==> src/rtl/adc5g_spi_pkg.sv <==
// Shared constants, FSM encoding and power-on register table for the ADC5G SPI responder.
package adc5g_spi_pkg;

  localparam int unsigned FRAME_W   = 24;
  localparam int unsigned ADDR_W    = 8;
  localparam int unsigned DATA_W    = 16;
  localparam int unsigned IDX_W_MAX = 7;
  localparam int unsigned WRITE_BIT = 7;
  localparam int unsigned CNT_W     = 5;

  typedef enum logic [2:0] {
    ST_IDLE = 3'd0,
    ST_ADDR = 3'd1,
    ST_DATA = 3'd2,
    ST_DONE = 3'd3,
    ST_ERR  = 3'd4
  } state_e;

  function automatic logic [DATA_W-1:0] reg_default(input int unsigned k);
    return (k == 1) ? 16'h0308 : 16'h0000;
  endfunction

endpackage

==> src/rtl/adc5g_spi_responder_if.sv <==
// Three-wire configuration link plus MISO between the DMUX controller and the responder.
interface adc5g_spi_responder_if;
  logic spi_clk_i;
  logic spi_mode_i;
  logic spi_rst_n_i;
  logic spi_data_i;
  logic spi_data_o;

  modport master (output spi_clk_i, spi_mode_i, spi_rst_n_i, spi_data_i, input spi_data_o);
  modport slave  (input spi_clk_i, spi_mode_i, spi_rst_n_i, spi_data_i, output spi_data_o);
endinterface

==> src/rtl/adc5g_sync2.sv <==
// Two-flop synchronizer with asynchronous active-high reset to a chosen idle level.
module adc5g_sync2 #(
  parameter logic RST_VAL = 1'b0
) (
  input  logic clk,
  input  logic rst,
  input  logic d_i,
  output logic q_o
);

  logic meta_q;
  logic sync_q;

  always_ff @(posedge clk or posedge rst) begin
    if (rst) begin
      meta_q <= RST_VAL;
      sync_q <= RST_VAL;
    end else begin
      meta_q <= d_i;
      sync_q <= meta_q;
    end
  end

  assign q_o = sync_q;

endmodule

==> src/rtl/adc5g_spi_responder.sv <==
// SPI slave holding the ADC5G shadow register file; commits 24-bit {addr,data} frames on mode rise.
// Define ADC5G_SPI_READBACK_EN to return register contents on MISO for read frames.
module adc5g_spi_responder
  import adc5g_spi_pkg::*;
#(
  parameter int unsigned NREGS = 16
) (
  input  logic                      clk,
  input  logic                      rst,
  adc5g_spi_responder_if.slave      spi,
  output logic [16*NREGS-1:0]       cfg_regs_o,
  output logic                      wr_stb_o,
  output logic [IDX_W_MAX-1:0]      wr_addr_o,
  output logic [DATA_W-1:0]         wr_data_o,
  output logic                      frame_err_o,
  output logic                      busy_o
);

  localparam int unsigned IDX_W = (NREGS > 1) ? $clog2(NREGS) : 1;

  logic sclk_s, mode_s, srst_n_s, mosi_s;

  adc5g_sync2 #(.RST_VAL(1'b0)) u_sync_sclk  (.clk(clk), .rst(rst), .d_i(spi.spi_clk_i),   .q_o(sclk_s));
  adc5g_sync2 #(.RST_VAL(1'b1)) u_sync_mode  (.clk(clk), .rst(rst), .d_i(spi.spi_mode_i),  .q_o(mode_s));
  adc5g_sync2 #(.RST_VAL(1'b1)) u_sync_srst  (.clk(clk), .rst(rst), .d_i(spi.spi_rst_n_i), .q_o(srst_n_s));
  adc5g_sync2 #(.RST_VAL(1'b0)) u_sync_mosi  (.clk(clk), .rst(rst), .d_i(spi.spi_data_i),  .q_o(mosi_s));

  state_e                       state_q, state_d;
  logic                         sclk_prev_q, mode_prev_q;
  logic [FRAME_W-1:0]           sr_q, sr_d, sr_shift;
  logic [CNT_W-1:0]             cnt_q, cnt_d, cnt_inc;
  logic [NREGS-1:0][DATA_W-1:0] regs_q, regs_d;
  logic                         wr_stb_q, wr_stb_d;
  logic                         err_q, err_d;
  logic [IDX_W_MAX-1:0]         wr_addr_q, wr_addr_d;
  logic [DATA_W-1:0]            wr_data_q, wr_data_d;
  logic                         busy_q, busy_d;
  logic                         sclk_rise, mode_rise, mode_fall;
  logic [IDX_W_MAX-1:0]         frm_idx;
  logic                         frm_idx_ok;

  assign sclk_rise  = sclk_s & ~sclk_prev_q;
  assign mode_rise  = mode_s & ~mode_prev_q;
  assign mode_fall  = ~mode_s & mode_prev_q;
  assign sr_shift   = {sr_q[FRAME_W-2:0], mosi_s};
  assign cnt_inc    = (cnt_q == CNT_W'(25)) ? CNT_W'(25) : cnt_q + CNT_W'(1);
  assign frm_idx    = sr_q[DATA_W +: IDX_W_MAX];
  assign frm_idx_ok = 32'(frm_idx) < NREGS;

  always_ff @(posedge clk or posedge rst) begin
    if (rst) state_q <= ST_IDLE;
    else     state_q <= state_d;
  end

  // Mode rise takes priority over a coincident SCLK rise.
  always_comb begin
    state_d = state_q;
    if (!srst_n_s) begin
      state_d = ST_IDLE;
    end else begin
      case (state_q)
        ST_IDLE: if (mode_fall) state_d = ST_ADDR;
        ST_ADDR: if (mode_rise) state_d = ST_IDLE;
                 else if (sclk_rise && cnt_inc == CNT_W'(8)) state_d = ST_DATA;
        ST_DATA: if (mode_rise) state_d = ST_IDLE;
                 else if (sclk_rise && cnt_inc == CNT_W'(24)) state_d = ST_DONE;
        ST_DONE: if (mode_rise) state_d = ST_IDLE;
                 else if (sclk_rise) state_d = ST_ERR;
        ST_ERR:  if (mode_rise) state_d = ST_IDLE;
        default: state_d = ST_IDLE;
      endcase
    end
  end

  always_comb begin
    sr_d      = sr_q;
    cnt_d     = cnt_q;
    regs_d    = regs_q;
    wr_stb_d  = 1'b0;
    err_d     = 1'b0;
    wr_addr_d = wr_addr_q;
    wr_data_d = wr_data_q;
    busy_d    = (state_d != ST_IDLE);
    if (!srst_n_s) begin
      sr_d  = '0;
      cnt_d = '0;
      for (int unsigned k = 0; k < NREGS; k++) regs_d[k] = reg_default(k);
    end else if (state_q == ST_IDLE) begin
      if (mode_fall) begin
        sr_d  = '0;
        cnt_d = '0;
      end
    end else if (mode_rise) begin
      // Only a full 24-bit write to an implemented register commits.
      if (state_q == ST_DONE) begin
        if (sr_q[DATA_W + WRITE_BIT]) begin
          if (frm_idx_ok) begin
            regs_d[frm_idx[IDX_W-1:0]] = sr_q[DATA_W-1:0];
            wr_addr_d = frm_idx;
            wr_data_d = sr_q[DATA_W-1:0];
            wr_stb_d  = 1'b1;
          end else begin
            err_d = 1'b1;
          end
        end
      end else begin
        err_d = 1'b1;
      end
    end else if (sclk_rise) begin
      sr_d  = sr_shift;
      cnt_d = cnt_inc;
    end
  end

  always_ff @(posedge clk or posedge rst) begin
    if (rst) begin
      sclk_prev_q <= 1'b0;
      mode_prev_q <= 1'b1;
      sr_q        <= '0;
      cnt_q       <= '0;
      for (int unsigned k = 0; k < NREGS; k++) regs_q[k] <= reg_default(k);
      wr_stb_q    <= 1'b0;
      err_q       <= 1'b0;
      wr_addr_q   <= '0;
      wr_data_q   <= '0;
      busy_q      <= 1'b0;
    end else begin
      sclk_prev_q <= sclk_s;
      mode_prev_q <= mode_s;
      sr_q        <= sr_d;
      cnt_q       <= cnt_d;
      regs_q      <= regs_d;
      wr_stb_q    <= wr_stb_d;
      err_q       <= err_d;
      wr_addr_q   <= wr_addr_d;
      wr_data_q   <= wr_data_d;
      busy_q      <= busy_d;
    end
  end

`ifdef ADC5G_SPI_READBACK_EN
  logic                 sclk_fall;
  logic                 miso_q, miso_d;
  logic [DATA_W-1:0]    rd_sr_q, rd_sr_d, rd_word;
  logic [IDX_W_MAX-1:0] rd_idx;

  assign sclk_fall = ~sclk_s & sclk_prev_q;
  assign rd_idx    = sr_shift[IDX_W_MAX-1:0];
  assign rd_word   = (32'(rd_idx) < NREGS) ? regs_q[rd_idx[IDX_W-1:0]] : '0;

  // Word is latched on the 8th address bit and shifted out on the following 16 falls.
  always_comb begin
    miso_d  = miso_q;
    rd_sr_d = rd_sr_q;
    if (!srst_n_s) begin
      miso_d  = 1'b0;
      rd_sr_d = '0;
    end else if (state_q != ST_IDLE) begin
      if (mode_rise) begin
        miso_d  = 1'b0;
        rd_sr_d = '0;
      end else if (sclk_rise) begin
        if (state_q == ST_ADDR && cnt_inc == CNT_W'(8))
          rd_sr_d = sr_shift[WRITE_BIT] ? '0 : rd_word;
      end else if (sclk_fall && state_q == ST_DATA) begin
        miso_d  = rd_sr_q[DATA_W-1];
        rd_sr_d = {rd_sr_q[DATA_W-2:0], 1'b0};
      end
    end
  end

  always_ff @(posedge clk or posedge rst) begin
    if (rst) begin
      miso_q  <= 1'b0;
      rd_sr_q <= '0;
    end else begin
      miso_q  <= miso_d;
      rd_sr_q <= rd_sr_d;
    end
  end

  assign spi.spi_data_o = miso_q;
`else
  assign spi.spi_data_o = 1'b0;
`endif

  assign cfg_regs_o  = regs_q;
  assign wr_stb_o    = wr_stb_q;
  assign wr_addr_o   = wr_addr_q;
  assign wr_data_o   = wr_data_q;
  assign frame_err_o = err_q;
  assign busy_o      = busy_q;

endmodule
==> src/flat_wrapper.sv <==
// flat-port wrapper written by rule: the top's interface ports become plain ports
module adc5g_spi_responder_flat import adc5g_spi_pkg::*;
#(
  parameter int unsigned NREGS = 16
)
  (clk, rst, cfg_regs_o, wr_stb_o, wr_addr_o, wr_data_o, frame_err_o, busy_o, spi_spi_clk_i, spi_spi_mode_i, spi_spi_rst_n_i, spi_spi_data_i, spi_spi_data_o);
  adc5g_spi_responder_if spi_i ();
  input  logic clk;
  input  logic rst;
  output logic [16*NREGS-1:0] cfg_regs_o;
  output logic wr_stb_o;
  output logic [IDX_W_MAX-1:0] wr_addr_o;
  output logic [DATA_W-1:0] wr_data_o;
  output logic frame_err_o;
  output logic busy_o;
  input wire logic [$bits(spi_i.spi_clk_i)-1:0] spi_spi_clk_i;
  input wire logic [$bits(spi_i.spi_mode_i)-1:0] spi_spi_mode_i;
  input wire logic [$bits(spi_i.spi_rst_n_i)-1:0] spi_spi_rst_n_i;
  input wire logic [$bits(spi_i.spi_data_i)-1:0] spi_spi_data_i;
  output wire logic [$bits(spi_i.spi_data_o)-1:0] spi_spi_data_o;
  assign spi_i.spi_clk_i = spi_spi_clk_i;
  assign spi_i.spi_mode_i = spi_spi_mode_i;
  assign spi_i.spi_rst_n_i = spi_spi_rst_n_i;
  assign spi_i.spi_data_i = spi_spi_data_i;
  assign spi_spi_data_o = spi_i.spi_data_o;
  adc5g_spi_responder #(.NREGS(NREGS)) u_core (.clk(clk), .rst(rst), .spi(spi_i), .cfg_regs_o(cfg_regs_o), .wr_stb_o(wr_stb_o), .wr_addr_o(wr_addr_o), .wr_data_o(wr_data_o), .frame_err_o(frame_err_o), .busy_o(busy_o));
endmodule
==> config.mk <==
export PLATFORM = sky130hd
export DESIGN_NAME = adc5g_spi_responder_flat
export DESIGN_NICKNAME = d
export VERILOG_FILES = /design/src/rtl/adc5g_spi_pkg.sv /design/src/rtl/adc5g_spi_responder_if.sv /design/src/rtl/adc5g_sync2.sv /design/src/rtl/adc5g_spi_responder.sv /design/src/flat_wrapper.sv
export SDC_FILE = /design/constraint.sdc
export NUM_CORES = 1
export LEC_CHECK = 0
export CORE_MARGIN = 2
export CORE_UTILIZATION = 46
export CTS_BUF_LIST = sky130_fd_sc_hd__clkbuf_4 sky130_fd_sc_hd__clkbuf_8 sky130_fd_sc_hd__clkbuf_16
export DETAILED_ROUTE_END_ITERATION = 12
export PLACE_DENSITY = 0.76
export RECOVER_POWER = 50
export SLEW_MARGIN = 10
export SYNTH_ARGS = -nofsm -noshare
export SYNTH_HDL_FRONTEND = slang
export SYNTH_SLANG_ARGS = --single-unit
==> constraint.sdc <==
create_clock -name clk -period 10.75 [get_ports clk]
set_input_delay 2.15 -clock clk [delete_from_list [all_inputs] [get_ports clk]]
set_output_delay 2.15 -clock clk [all_outputs]
set_load 0.05 [all_outputs]
# After elaboration in Yosys (flattened, before gate mapping)
# Index checks and enable logic that the tools add are counted.
[totals]
ff_bits = 324
[classes]
add_sub_neg = 1
order_cmp = 3
eq_ne = 15
mux = 42
bitwise_logic = 7
reduce_logical = 8
[op_table]
columns = ["operator", "n"]
rows = [
  ["$mux W256", 6],
  ["$bwmux W256", 1],
  ["$mux W24", 5],
  ["$demux W16 S4", 1],
  ["$mux W5", 6],
  ["$mux W3", 9],
  ["$mux W16", 1],
  ["$pmux W3 S5", 1],
  ["$mux W1", 12],
  ["$eq A5 B5 Y1 const B", 2],
  ["$ne A2 B1 Y1 const B", 4],
  ["$lt A7 B5 Y1 const B", 1],
  ["$eq A3 B2 Y1 const B", 2],
  ["$reduce_and A6 Y1", 1],
  ["$add A5 B1 Y5 const B", 1],
  ["$eq A5 B4 Y1 const B", 1],
  ["$lt A4 B5 Y1 const B", 1],
  ["$reduce_and A5 Y1", 1],
  ["$ge A4 B1 Y1 const B", 1],
  ["$not A1 Y1", 4],
  ["$and A1 B1 Y1", 3],
  ["$eq A3 B1 Y1 const B", 1],
  ["$eq A3 B3 Y1 const B", 1],
  ["$logic_and A1 B1 Y1", 3],
  ["7 further kinds", 7],
]

# Longest topological paths before layout
[logic_depth]
depth_word = 11
ltp_mapped = 8

# Modules after synthesis
# A second synthesis with hierarchy kept.
[unflattened]
hier_cells = 1431
area_unflattened_um2 = 14262.4
[modules_own_cells]
columns = ["mod", "instances", "cells_each", "area_per_inst_um2", "seq_area_each_um2"]
rows = [
  ["adc5g_spi_responder", 1, 1419, 14042.2, 7912.6],
  ["adc5g_sync2 (u_core.u_sync_mode ...)", 2, 3, 56.3, 52.6],
  ["adc5g_sync2 (u_core.u_sync_mosi ...)", 2, 3, 53.8, 50.0],
]

# Worst setup path before layout
# No wires, ideal clock.
[synth_timing]
path_kind = "register -> output"
from = "register u_core.regs_q (netlist bit u_core.cfg_regs_o[19])"
to = "output cfg_regs_o[19]"
t_arrival_ps = 663
path_slack_ps = 7937
stages_incl_launch_ff = 1
path_buffers = 0
cell_sequence = "dfstp_2"
[synth_lines]
columns = ["item", "line", "source"]
rows = [
  ["start, declared", "adc5g_spi_responder.sv:32", "logic [NREGS-1:0][DATA_W-1:0] regs_q, regs_d;"],
  ["start signal, assigned", "adc5g_spi_responder.sv:132", "regs_q <= regs_d;"],
  ["end, declared", "flat_wrapper.sv:10", "output logic [16*NREGS-1:0] cfg_regs_o;"],
]
# No word-level cell between the ends.

==> results.cfg <==
[outcome]
outcome = finished, violations left
violations = max-capacitance violations, max-slew violations

[logic_synthesis]
synth_fa_ha_area_share_pct = 0.185
synthMuxAreaShare_pct = 1.74
syn_area_sq_um = 13500
ys.flop_type = dfrtp_1
synth_top_family_by_area = simple AND/OR/NAND/NOR gates
synth-simple-area-share_pct = 19.5
synth-xor-area-share_pct = 0.194
syn-mean-instance-area_sq_um = 9.83
synth_cell_types = 50
synth_compound_area_share_pct = 12.4
yosysMostFrequentCell = nand2_1
netlist_instances = 1377
ys_warn_count = 0
synth_area_leaders = dfrtp_1, nand2_1, a21oi_1
synth-seq-area-share_pct = 60.0
synth_async_sr_flop_share_pct = 100
netlist_top_cells_count = nand2_1, dfrtp_1, a21oi_1
synth_area_leader_cell = dfrtp_1
synth_seq_cells = 324
synth_edf_count = 0
syn_nets = 1385
yosys.area.top_type_share_pct = 58.4

[sta]
period_share_pct = 56.4
hold_viol = 0
fin_skew_ns = 0.0218
rsz0062_at_grt = false
fin_tns_setup_ns = 0
slew_violations = 264
whs_ns = 0.350
min_period_ns = 6.06
setup_viol = 0
worst_pin_slew_ns = 3.65
fmax_mhz = 165
max_slew_margin_pct = -144

[grt]
grt_max_degree = 181
grt_pass1_wl_mm = 63.3
grt-busiest-layer = met2
grt_usage_pct = 26.6
antenna_found_initial = 0
grt_pass1_vias = 10600
use_met1_pct = 37.0
grt_use_met2_pct = 40.9
grt.overflow.total = 0
grt_use_met3_pct = 7.64

[route]
wl_mm = 41.3
vias_per_cell = 5.52
drt_first_pass_iters = 5
vias = 11000
first_iter_violations = 1083
remaining_drc_errors = 0
drtAntennaViolNets = 0
avgRoutedWirePerCell_um = 20.7

[layout]
drive_above_1_share_pct = 7.44
design.final.nets = 1596
final_core_util_pct = 59.5
layout-area-overhead-vs-synth_pct = 27.0
final_cell_count_no_fill = 1997
n_antenna_cell = 0

[clock_tree]
clk_pin_slew_ns = 0.06
cts.sinks = 324
clock_path_buffers = 3
numCtsBuffers = 35
cts_resized = 0
hold_buffers = 0
post_cts_buffers = 0
tritoncts = yes
h-tree-depth = 2
clk_latency_ns = 0.51
cts-root-buf = clkbuf_16

[power_and_ir_drop]
p_leak_nw = 7.22
finalPower_mw = 2.50
p_per_area_nw_per_um2 = 145
irDropWorstVdd_mv = 0.113

[min_path]
hp-class = reg -> reg

[die]
core_area_sq_um = 28900
chipHeight_um = 176
die_area_sq_um = 30800
start_util_pct = 46.9
die_w_um = 176
rows = 62
ioPinCount = 289

[placed_design]
port_buffers = 287
place_congestion = 0.826
hpwl_mm = 25.1
place_inst = 1935

[worst_setup_path]
cp.required_ns = 11.24
start_kind = primary input
endpoint_kind = async pin
critPathKind = in -> async
crit_fanout = 77
arrival_ns = 6.55

[run]
maxCapViolCount = 12
==> area by class of cell <==
type                    instances  area, sq um
well taps                     384          480
clock inverters                13          124
clock buffers                  49         1050
repair buffers                294         2930
multi-input cells             928         4440
inverters                       5         30.0
flip-flops and latches        324         8120
fillers                      2417        11700
==> cells in the final DEF, fill, tap and decap left out, types with 3 or more instances in the layout <==
| master | n |
|---|---|
| nand3_2 | 9 |
| clkbuf_8 | 6 |
| inv_1 | 3 |
| dfstp_2 | 6 |
| clkinvlp_4 | 3 |
| buf_4 | 4 |
| and3_1 | 7 |
| nor2b_1 | 9 |
| nor4_1 | 3 |
| nand2_1 | 523 |
| or3_1 | 7 |
| clkinv_2 | 8 |
| a21oi_1 | 251 |
| a21oi_2 | 9 |
| clkbuf_4 | 6 |
| nand2b_1 | 6 |
| mux2_2 | 20 |
| nor2_1 | 6 |
| dfrtp_1 | 316 |
| nand4_1 | 5 |
| dlygate4sd3_1 | 73 |
| nor3_1 | 10 |
| o21ai_0 | 7 |
| nand3_1 | 7 |
| clkbuf_16 | 37 |
| clkdlybuf4s50_1 | 214 |
| a22o_1 | 23 |
==> worst max-delay path: stages <==
cell and delay (ns):
dlygate4sd3_1 0.58, clkinvlp_4 0.08, clkbuf_1 2.55, buf_4 1.07
==> layer usage <==
metal,vias up,wire length (um)
met1,5475,17500
met5,-,0
li1,4929,-
met3,93,4060
met4,0,1170
met2,528,18600
==> state kept, by name, summed over array words and instances, names as in the netlist <==
signal                     flops
u_core.busy_o                  1
u_core.cfg_regs_o            256
u_core.cnt_q                   5
u_core.frame_err_o             1
u_core.mode_prev_q             1
u_core.sclk_prev_q             1
u_core.sr_q                   24
u_core.state_q                 3
u_core.u_sync_mode.meta_q      1
u_core.u_sync_mode.q_o         1
u_core.u_sync_mosi.meta_q      1
u_core.u_sync_mosi.q_o         1
u_core.u_sync_sclk.meta_q      1
u_core.u_sync_sclk.q_o         1
u_core.u_sync_srst.meta_q      1
u_core.u_sync_srst.q_o         1
u_core.wr_addr_o               7
u_core.wr_data_o              16
u_core.wr_stb_o                1
==> logic make-up (layout without fill, tap and decap cells) <==
kind of cell | count (synthesis) | after routing
xor gates and xnor gates | 3 | 3
other | 1 | 1
buffers and inverters | 125 | 361
AOI/OAI and AO/OA | 299 | 299
DFF | 324 | 324
muxes | 21 | 21
and+or+nand+nor | 602 | 602
adders and majority gates | 2 | 2
==> power by group <==
group / internal (mW) / switching [mW]
combinational: 0.00591 / 0.0462
sequential: 1.22 / 0.00302
clock: 0.734 / 0.484
==> path summary, 6_finish.rpt <==
| kind | startpoint | end | slack [ns] | depth (start not counted) |
|---|---|---|---|---|
| worst max-delay path | rst | u_core.cfg_regs_o[29] | 4.69 | 4 |
| worst max register to register | u_core.u_sync_mode.q_o | u_core.cfg_regs_o[207] | 6.42 | 5 |
| max in group clk | u_core.u_sync_mode.q_o | u_core.cfg_regs_o[207] | 6.42 | 5 |
| worst min-delay path | u_core.u_sync_sclk.meta_q | u_core.u_sync_sclk.q_o | 0.35 | 0 |
| min in group asynchronous | rst | u_core.cfg_regs_o[238] | 3.57 | 3 |
| worst min register to register | u_core.u_sync_sclk.meta_q | u_core.u_sync_sclk.q_o | 0.35 | 0 |
==> through the flow <==
stage                     setup WS (ns)  area (sq um)
after floorplan                    4.28         13500
after global placement             6.35         16200
after detailed placement           6.32         16200
after CTS                          6.75         17400
after global routing               3.96         17200
final                              4.69         17200
Note: power is estimated with default switching activity, not from simulation.
